`config.mk`:
```
export PLATFORM = sky130hd
export DESIGN_NAME = i2c_target_responder
export DESIGN_NICKNAME = d
export VERILOG_FILES = /design/src/rtl/i2c_pkg.sv /design/src/rtl/i2c_line_sync.sv /design/src/rtl/i2c_target_responder.sv
export SDC_FILE = /design/constraint.sdc
export NUM_CORES = 1
export LEC_CHECK = 0
export BUFFER_PORTS_ARGS = -buffer_cell sky130_fd_sc_hd__buf_4
export CORE_UTILIZATION = 25
export CTS_CLUSTER_SIZE = 30
export DETAILED_ROUTE_END_ITERATION = 10
export GPL_TIMING_DRIVEN = 0
export PLACE_DENSITY = 0.44
export RECOVER_POWER = 50
export SKIP_CTS_REPAIR_TIMING = 1
export SKIP_LAST_GASP = 1
export SLEW_MARGIN = 10
export SYNTH_ARGS = -nofsm -noshare
export SYNTH_HDL_FRONTEND = slang
export SYNTH_SLANG_ARGS = --single-unit
```
`constraint.sdc`:
```
create_clock -name i_clk -period 6.6 [get_ports i_clk]
set_input_delay 1.32 -clock i_clk [delete_from_list [all_inputs] [get_ports i_clk]]
set_output_delay 1.32 -clock i_clk [all_outputs]
set_load 0.1 [all_outputs]
```
`src/rtl/i2c_pkg.sv`:
```
// Shared I2C definitions: bus-side state encoding, default device address
// and bit-counter width, used by both the target responder and the master FSM.
package i2c_pkg;

  typedef enum logic [3:0] {
    ST_IDLE,
    ST_ADDR,
    ST_ADDR_ACK,
    ST_PTR,
    ST_PTR_ACK,
    ST_WDATA,
    ST_WDATA_ACK,
    ST_RDATA,
    ST_RDATA_ACK,
    ST_WAIT_STOP
  } i2c_state_t;

  localparam logic [6:0] I2C_DEV_ADDR_DEF = 7'h68;
  localparam int         I2C_BIT_CNT_W    = 3;

endpackage

```
`src/rtl/i2c_line_sync.sv`:
```
// Two-flop synchronizer plus history flop for one open-drain I2C line.
// Flops reset to 1 so an idle (pulled-up) bus produces no spurious edges.
module i2c_line_sync (
  input  logic i_clk,
  input  logic i_rst_n,
  input  logic i_line,
  output logic o_level,
  output logic o_rise,
  output logic o_fall
);

  logic r_meta;
  logic r_sync;
  logic r_hist;

  always_ff @(posedge i_clk or negedge i_rst_n) begin
    if (!i_rst_n) begin
      r_meta <= 1'b1;
      r_sync <= 1'b1;
      r_hist <= 1'b1;
    end else begin
      r_meta <= i_line;
      r_sync <= r_meta;
      r_hist <= r_sync;
    end
  end

  assign o_level = r_sync;
  assign o_rise  = r_sync & ~r_hist;
  assign o_fall  = ~r_sync & r_hist;

endmodule

```
`src/rtl/i2c_target_responder.sv`:
```
// I2C target with address match, register pointer, burst write and
// auto-incrementing burst read over a small register file.
module i2c_target_responder
  import i2c_pkg::*;
#(
  parameter logic [6:0] DEV_ADDR    = I2C_DEV_ADDR_DEF,
  parameter int         REG_DEPTH   = 16,
  parameter int         WHOAMI_ADDR = 15,
  parameter logic [7:0] WHOAMI_VAL  = 8'h68
) (
  input  logic                         i_clk,
  input  logic                         i_rst_n,
  input  logic                         i_scl_in,
  input  logic                         i_sda_in,
  output logic                         o_sda_oe,
  output logic                         o_wr_strobe,
  output logic [$clog2(REG_DEPTH)-1:0] o_wr_addr,
  output logic [7:0]                   o_wr_data,
  output logic                         o_busy
);

  localparam int             AW         = $clog2(REG_DEPTH);
  localparam logic [AW-1:0]  WHOAMI_IDX = AW'(WHOAMI_ADDR);

  logic w_scl_lvl, w_scl_rise, w_scl_fall;
  logic w_sda_lvl, w_sda_rise, w_sda_fall;

  i2c_line_sync u_scl_sync (
    .i_clk   (i_clk),
    .i_rst_n (i_rst_n),
    .i_line  (i_scl_in),
    .o_level (w_scl_lvl),
    .o_rise  (w_scl_rise),
    .o_fall  (w_scl_fall)
  );

  i2c_line_sync u_sda_sync (
    .i_clk   (i_clk),
    .i_rst_n (i_rst_n),
    .i_line  (i_sda_in),
    .o_level (w_sda_lvl),
    .o_rise  (w_sda_rise),
    .o_fall  (w_sda_fall)
  );

  logic w_start, w_stop;
  assign w_start = w_sda_fall & w_scl_lvl;
  assign w_stop  = w_sda_rise & w_scl_lvl;

  i2c_state_t               r_state, w_state_nxt;
  logic [I2C_BIT_CNT_W-1:0] r_bit_cnt, w_bit_cnt_nxt;
  logic [7:0]               r_shift, w_shift_nxt;
  logic [AW-1:0]            r_ptr, w_ptr_nxt;
  logic                     r_sda_oe, w_sda_oe_nxt;
  logic                     r_busy, w_busy_nxt;
  logic                     r_slot, w_slot_nxt;
  logic                     r_rw, w_rw_nxt;
  logic                     r_mack, w_mack_nxt;
  logic                     r_wr_strobe, w_wr_strobe_nxt;
  logic [AW-1:0]            r_wr_addr, w_wr_addr_nxt;
  logic [7:0]               r_wr_data, w_wr_data_nxt;
  logic                     w_reg_we;

  logic [7:0] r_regs [REG_DEPTH];
  logic [7:0] w_byte;
  logic [7:0] w_rd_byte;
  logic       w_last_bit;

  assign w_byte     = {r_shift[6:0], w_sda_lvl};
  assign w_rd_byte  = (r_ptr == WHOAMI_IDX) ? WHOAMI_VAL : r_regs[r_ptr];
  assign w_last_bit = (r_bit_cnt == '1);

  always_comb begin
    w_state_nxt     = r_state;
    w_bit_cnt_nxt   = r_bit_cnt;
    w_shift_nxt     = r_shift;
    w_ptr_nxt       = r_ptr;
    w_sda_oe_nxt    = r_sda_oe;
    w_busy_nxt      = r_busy;
    w_slot_nxt      = r_slot;
    w_rw_nxt        = r_rw;
    w_mack_nxt      = r_mack;
    w_wr_strobe_nxt = 1'b0;
    w_wr_addr_nxt   = r_wr_addr;
    w_wr_data_nxt   = r_wr_data;
    w_reg_we        = 1'b0;

    if (w_stop) begin
      w_state_nxt   = ST_IDLE;
      w_bit_cnt_nxt = '0;
      w_sda_oe_nxt  = 1'b0;
      w_busy_nxt    = 1'b0;
      w_slot_nxt    = 1'b0;
    end else if (w_start) begin
      w_state_nxt   = ST_ADDR;
      w_bit_cnt_nxt = '0;
      w_sda_oe_nxt  = 1'b0;
      w_slot_nxt    = 1'b0;
    end else begin
      case (r_state)
        ST_ADDR, ST_PTR, ST_WDATA: begin
          if (w_scl_rise) begin
            w_shift_nxt   = w_byte;
            w_bit_cnt_nxt = r_bit_cnt + 1'b1;
            w_slot_nxt    = 1'b0;
            if (w_last_bit) begin
              if (r_state == ST_ADDR) begin
                if (w_byte[7:1] == DEV_ADDR) begin
                  w_state_nxt = ST_ADDR_ACK;
                  w_busy_nxt  = 1'b1;
                  w_rw_nxt    = w_byte[0];
                end else begin
                  w_state_nxt = ST_WAIT_STOP;
                  w_busy_nxt  = 1'b0;
                end
              end else if (r_state == ST_PTR) begin
                w_ptr_nxt   = w_byte[AW-1:0];
                w_state_nxt = ST_PTR_ACK;
              end else begin
                // WHOAMI writes still strobe so the host sees the transfer
                w_reg_we        = (r_ptr != WHOAMI_IDX);
                w_wr_strobe_nxt = 1'b1;
                w_wr_addr_nxt   = r_ptr;
                w_wr_data_nxt   = w_byte;
                w_ptr_nxt       = r_ptr + AW'(1);
                w_state_nxt     = ST_WDATA_ACK;
              end
            end
          end
        end
        ST_ADDR_ACK, ST_PTR_ACK, ST_WDATA_ACK: begin
          if (w_scl_fall) begin
            if (!r_slot) begin
              w_sda_oe_nxt = 1'b1;
              w_slot_nxt   = 1'b1;
            end else begin
              w_slot_nxt    = 1'b0;
              w_sda_oe_nxt  = 1'b0;
              w_bit_cnt_nxt = '0;
              if (r_state == ST_ADDR_ACK && r_rw) begin
                w_state_nxt  = ST_RDATA;
                w_shift_nxt  = w_rd_byte;
                w_sda_oe_nxt = ~w_rd_byte[7];
              end else if (r_state == ST_ADDR_ACK) begin
                w_state_nxt = ST_PTR;
              end else begin
                w_state_nxt = ST_WDATA;
              end
            end
          end
        end
        ST_RDATA: begin
          if (w_scl_rise) begin
            w_bit_cnt_nxt = r_bit_cnt + 1'b1;
            if (w_last_bit) begin
              w_state_nxt = ST_RDATA_ACK;
              w_ptr_nxt   = r_ptr + AW'(1);
              w_slot_nxt  = 1'b0;
            end
          end else if (w_scl_fall) begin
            w_shift_nxt  = {r_shift[6:0], 1'b0};
            w_sda_oe_nxt = ~r_shift[6];
          end
        end
        ST_RDATA_ACK: begin
          if (w_scl_rise && r_slot) begin
            w_mack_nxt = w_sda_lvl;
          end else if (w_scl_fall) begin
            if (!r_slot) begin
              w_sda_oe_nxt = 1'b0;
              w_slot_nxt   = 1'b1;
            end else begin
              w_slot_nxt    = 1'b0;
              w_bit_cnt_nxt = '0;
              if (!r_mack) begin
                w_state_nxt  = ST_RDATA;
                w_shift_nxt  = w_rd_byte;
                w_sda_oe_nxt = ~w_rd_byte[7];
              end else begin
                w_state_nxt  = ST_WAIT_STOP;
                w_sda_oe_nxt = 1'b0;
              end
            end
          end
        end
        default: begin
          w_sda_oe_nxt = 1'b0;
        end
      endcase
    end
  end

  always_ff @(posedge i_clk or negedge i_rst_n) begin
    if (!i_rst_n) begin
      r_state     <= ST_IDLE;
      r_bit_cnt   <= '0;
      r_shift     <= '0;
      r_ptr       <= '0;
      r_sda_oe    <= 1'b0;
      r_busy      <= 1'b0;
      r_slot      <= 1'b0;
      r_rw        <= 1'b0;
      r_mack      <= 1'b1;
      r_wr_strobe <= 1'b0;
      r_wr_addr   <= '0;
      r_wr_data   <= '0;
    end else begin
      r_state     <= w_state_nxt;
      r_bit_cnt   <= w_bit_cnt_nxt;
      r_shift     <= w_shift_nxt;
      r_ptr       <= w_ptr_nxt;
      r_sda_oe    <= w_sda_oe_nxt;
      r_busy      <= w_busy_nxt;
      r_slot      <= w_slot_nxt;
      r_rw        <= w_rw_nxt;
      r_mack      <= w_mack_nxt;
      r_wr_strobe <= w_wr_strobe_nxt;
      r_wr_addr   <= w_wr_addr_nxt;
      r_wr_data   <= w_wr_data_nxt;
    end
  end

  always_ff @(posedge i_clk or negedge i_rst_n) begin
    if (!i_rst_n) begin
      for (int i = 0; i < REG_DEPTH; i++) r_regs[i] <= 8'h00;
    end else if (w_reg_we) begin
      r_regs[r_ptr] <= w_byte;
    end
  end

  assign o_sda_oe    = r_sda_oe;
  assign o_wr_strobe = r_wr_strobe;
  assign o_wr_addr   = r_wr_addr;
  assign o_wr_data   = r_wr_data;
  assign o_busy      = r_busy;

endmodule
```
==> impl_metrics.env <==
export IMPL_fin_nets=664
export IMPL_fp_row_count=66
export IMPL_synth_top_cell_area_share_pct=49.37
export IMPL_grt_max_degree=95
export IMPL_drt_iter0_markers=226
export IMPL_grt_pass1_vias=5345
export IMPL_synth_top_area_cell="dfrtp_1"
export IMPL_synth_cell_type_count=59
export IMPL_antenna_found_initial=0
export IMPL_grt_use_met2_pct=21.20
export IMPL_ant_nets=0
export IMPL_synth_area_mm2=0.008262
export IMPL_cp_arrival_ns=3.59
export IMPL_cts_tree="built"
export IMPL_netlist_top_cells_area="dfrtp_1, mux2_2, mux4_2, mux2_4, mux2i_1"
export IMPL_min_period_ns=3.562
export IMPL_outcome="finished with violations"
export IMPL_io_pin_count=19
export IMPL_synth_edf_count=0
export IMPL_async_flop_share_pct=100.0
export IMPL_placed_cells=1077
export IMPL_layout_drive_gt1_share_pct=36.49
export IMPL_grt_busiest_layer="met2"
export IMPL_die_h_um=183.8
export IMPL_timing_setup_tns_ns=0
export IMPL_finalCritPeriodShare_pct=53.97
export IMPL_hold_class="reg -> reg"
export IMPL_slew_headroom_pct=-59.21
export IMPL_ir_worst_vdd_v=0.0001635
export IMPL_worstSkewPairLatency_ns=0.43
export IMPL_antenna_cells=0
export IMPL_layout_area_overhead_vs_synth_pct=15.31
export IMPL_yosys_register_bits=170
export IMPL_clock_skew_ns=0.01291
export IMPL_required_ns=6.63
export IMPL_routed_wl_um=21260
export IMPL_clockBufferDepth=2
export IMPL_ys_flop_type="dfrtp_1"
export IMPL_cp_slowest_cell="clkbuf_2"
export IMPL_startpoint_type="input port"
export IMPL_ys_seq_area_share_pct=51.60
export IMPL_via_per_inst=4.552
export IMPL_path_clk_slew_ns=0.07
export IMPL_gp_congestion=0.8246
export IMPL_vias=5044
export IMPL_crit_path_max_incr_delay_ns=1.74
export IMPL_yosysWarnings=0
export IMPL_use_met1_pct=18.29
export IMPL_syn_area_per_cell_um2=13.41
export IMPL_critPathBufInv=2
export IMPL_grt_pass1_wl_um=33230
export IMPL_start_util_pct=25.39
export IMPL_drc=0
export IMPL_criticalPathCategory="in -> async"
export IMPL_worstPathMaxFanout=94
export IMPL_final_util_pct=29.28
export IMPL_cap_violations=1
export IMPL_syn_nets=626
export IMPL_port_buffers=18
export IMPL_gr_usage_all_layers_pct=13.34
export IMPL_dr_pass1_iters=4
export IMPL_crit_family="buffers and inverters"
export IMPL_netlist_instances=616
export IMPL_use_met3_pct=2.357
export IMPL_fp_dieW_um=183.8
export IMPL_fp_dieArea_mm2=0.03378
export IMPL_p_leak_nw=4.337
export IMPL_cp_end_kind="asynchronous set/reset pin"
export IMPL_maxSlewViolCount=95
export IMPL_fmax_mhz=280.8
export IMPL_crit_chain="buf_8 > clkbuf_2"
export IMPL_rsz0062_at_grt="no"
export IMPL_layoutNonFillerInstCount=1108
export IMPL_p_per_area_mw_per_mm2=276.9
export IMPL_finalSetupViolCount=0
export IMPL_cts_inserted_buffers=17
export IMPL_fillCellCount=3358
export IMPL_cts_root_buffer="clkbuf_16"
export IMPL_wl_per_cell_um=19.19
export IMPL_tightestPinTransition_ns=2.388
export IMPL_gr_total_overflow=0
export IMPL_place_detailed_hpwl_um=14530
export IMPL_violations="capacitance limit, slew limit"
export IMPL_cts_sinks=170
export IMPL_cts_max_level=4
export IMPL_core_area_mm2=0.03254
export IMPL_hold_violations=0
flip-flops by register name, summed over array words and instances, names as in the netlist, 3 cells and up:
name and count:
o_wr_addr 4, r_state 4, r_shift 7, r_ptr 4
r_bit_cnt 3, o_wr_data 8, r_regs 128
placed cells by master (no fill, tap or decap), types with 3 or more instances in the layout:
cell,synthesis,routed
a21o_1,3,3
a21oi_1,16,16
a221o_1,4,4
a22oi_1,4,4
a31oi_1,7,7
and3_1,11,11
buf_2,18,18
buf_4,1,16
buf_6,3,3
clkbuf_1,34,36
clkbuf_16,0,17
clkbuf_8,0,3
dfrtp_1,163,163
dfstp_2,7,5
ha_1,6,6
inv_1,8,8
mux2_1,13,13
mux2_2,113,113
mux2_4,16,16
mux2i_1,21,21
mux4_2,25,25
nand2_1,36,36
nand3_1,4,4
nand3_4,4,4
nand3b_1,5,5
nor2_1,18,18
nor2b_1,6,6
nor3_1,8,8
o211ai_1,4,4
o21ai_0,12,12
o22ai_1,6,6
path summary, 6_finish.rpt:
| kind | start | endpoint | slack (ns) | depth (start not counted) |
|---|---|---|---|---|
| hold reg to reg | u_sda_sync.r_meta | u_sda_sync.o_level | 0.37 | 0 |
| max in group i_clk | u_scl_sync.o_level | r_regs[93] | 3.87 | 7 |
| setup reg to reg | u_scl_sync.o_level | r_regs[93] | 3.87 | 7 |
| hold / removal | u_sda_sync.r_meta | u_sda_sync.o_level | 0.37 | 0 |
| min in group asynchronous | i_rst_n | o_busy | 0.83 | 1 |
| setup / recovery | i_rst_n | r_regs[77] | 3.04 | 2 |
kinds of logic (layout without fill, tap and decap cells):
group | after synthesis | count (layout) | share of synthesized area, %
AO/OA/AOI/OAI | 71 | 71 | 5.725
XOR/XNOR | 1 | 1 | 0.1060
adder cells (fa/ha/maj) | 6 | 6 | 0.9087
buffers and inverters | 68 | 118 | 4.074
flip-flops | 170 | 170 | 51.60
multiplexers | 188 | 188 | 29.44
AND/OR/NAND/NOR | 112 | 112 | 8.148
layer usage:
metal	wire length, µm	vias up
met3	455	24
met1	10380	2636
met4	386	0
met2	10040	64
met5	0	-
li1	-	2320
cell type report:
class	count	area (µm²)	area share (%)
Inverter	8	30.03	0.3152
Multi-Input combinational cell	378	3662	38.44
Sequential cell	170	4263	44.75
Timing Repair Buffer	19	147.6	1.550
Clock buffer	22	474.2	4.978
Clock inverter	9	90.09	0.9456
Tap cell	442	553.0	5.805
Buffer	60	306.5	3.218
where the power goes:
part           internal (mW)  switching, mW  total [mW]  leakage, nW
Clock                  0.550          0.424       0.974        0.273
Sequential              1.09         0.0340        1.12         2.33
Combinational          0.175          0.369       0.544         1.73
Total                   1.81          0.826        2.64         4.34
metrics by stage:
step | power (mW) | hold slack, ns | worst slack (ns) | cell area, µm²
CTS | 2.677 | 0.3635 | 3.869 | 9549
floorplan | 1.489 | 0.3452 | 4.326 | 8262
detailed placement | 1.687 | 0.3490 | 3.875 | 8985
finish | 2.637 | 0.3661 | 3.038 | 9527
global route | 2.774 | 0.3696 | 2.434 | 9527
global placement | 1.691 | 0.3497 | 3.066 | 8950
cells in the mapped netlist, types with 3 or more instances:
master,n
nand3b_1,5
ha_1,6
dfrtp_1,163
mux4_2,25
clkbuf_1,34
o22ai_1,6
buf_2,18
a21o_1,3
nand3_1,4
nor2_1,18
a21oi_1,16
nor2b_1,6
mux2_2,113
a31oi_1,7
inv_1,8
nor3_1,8
a221o_1,4
mux2_4,16
and3_1,11
a22oi_1,4
o21ai_0,12
mux2i_1,21
nand2_1,36
nand3_4,4
mux2_1,13
o211ai_1,4
dfstp_2,7
buf_6,3
Note: power is estimated with default switching activity, not from simulation.
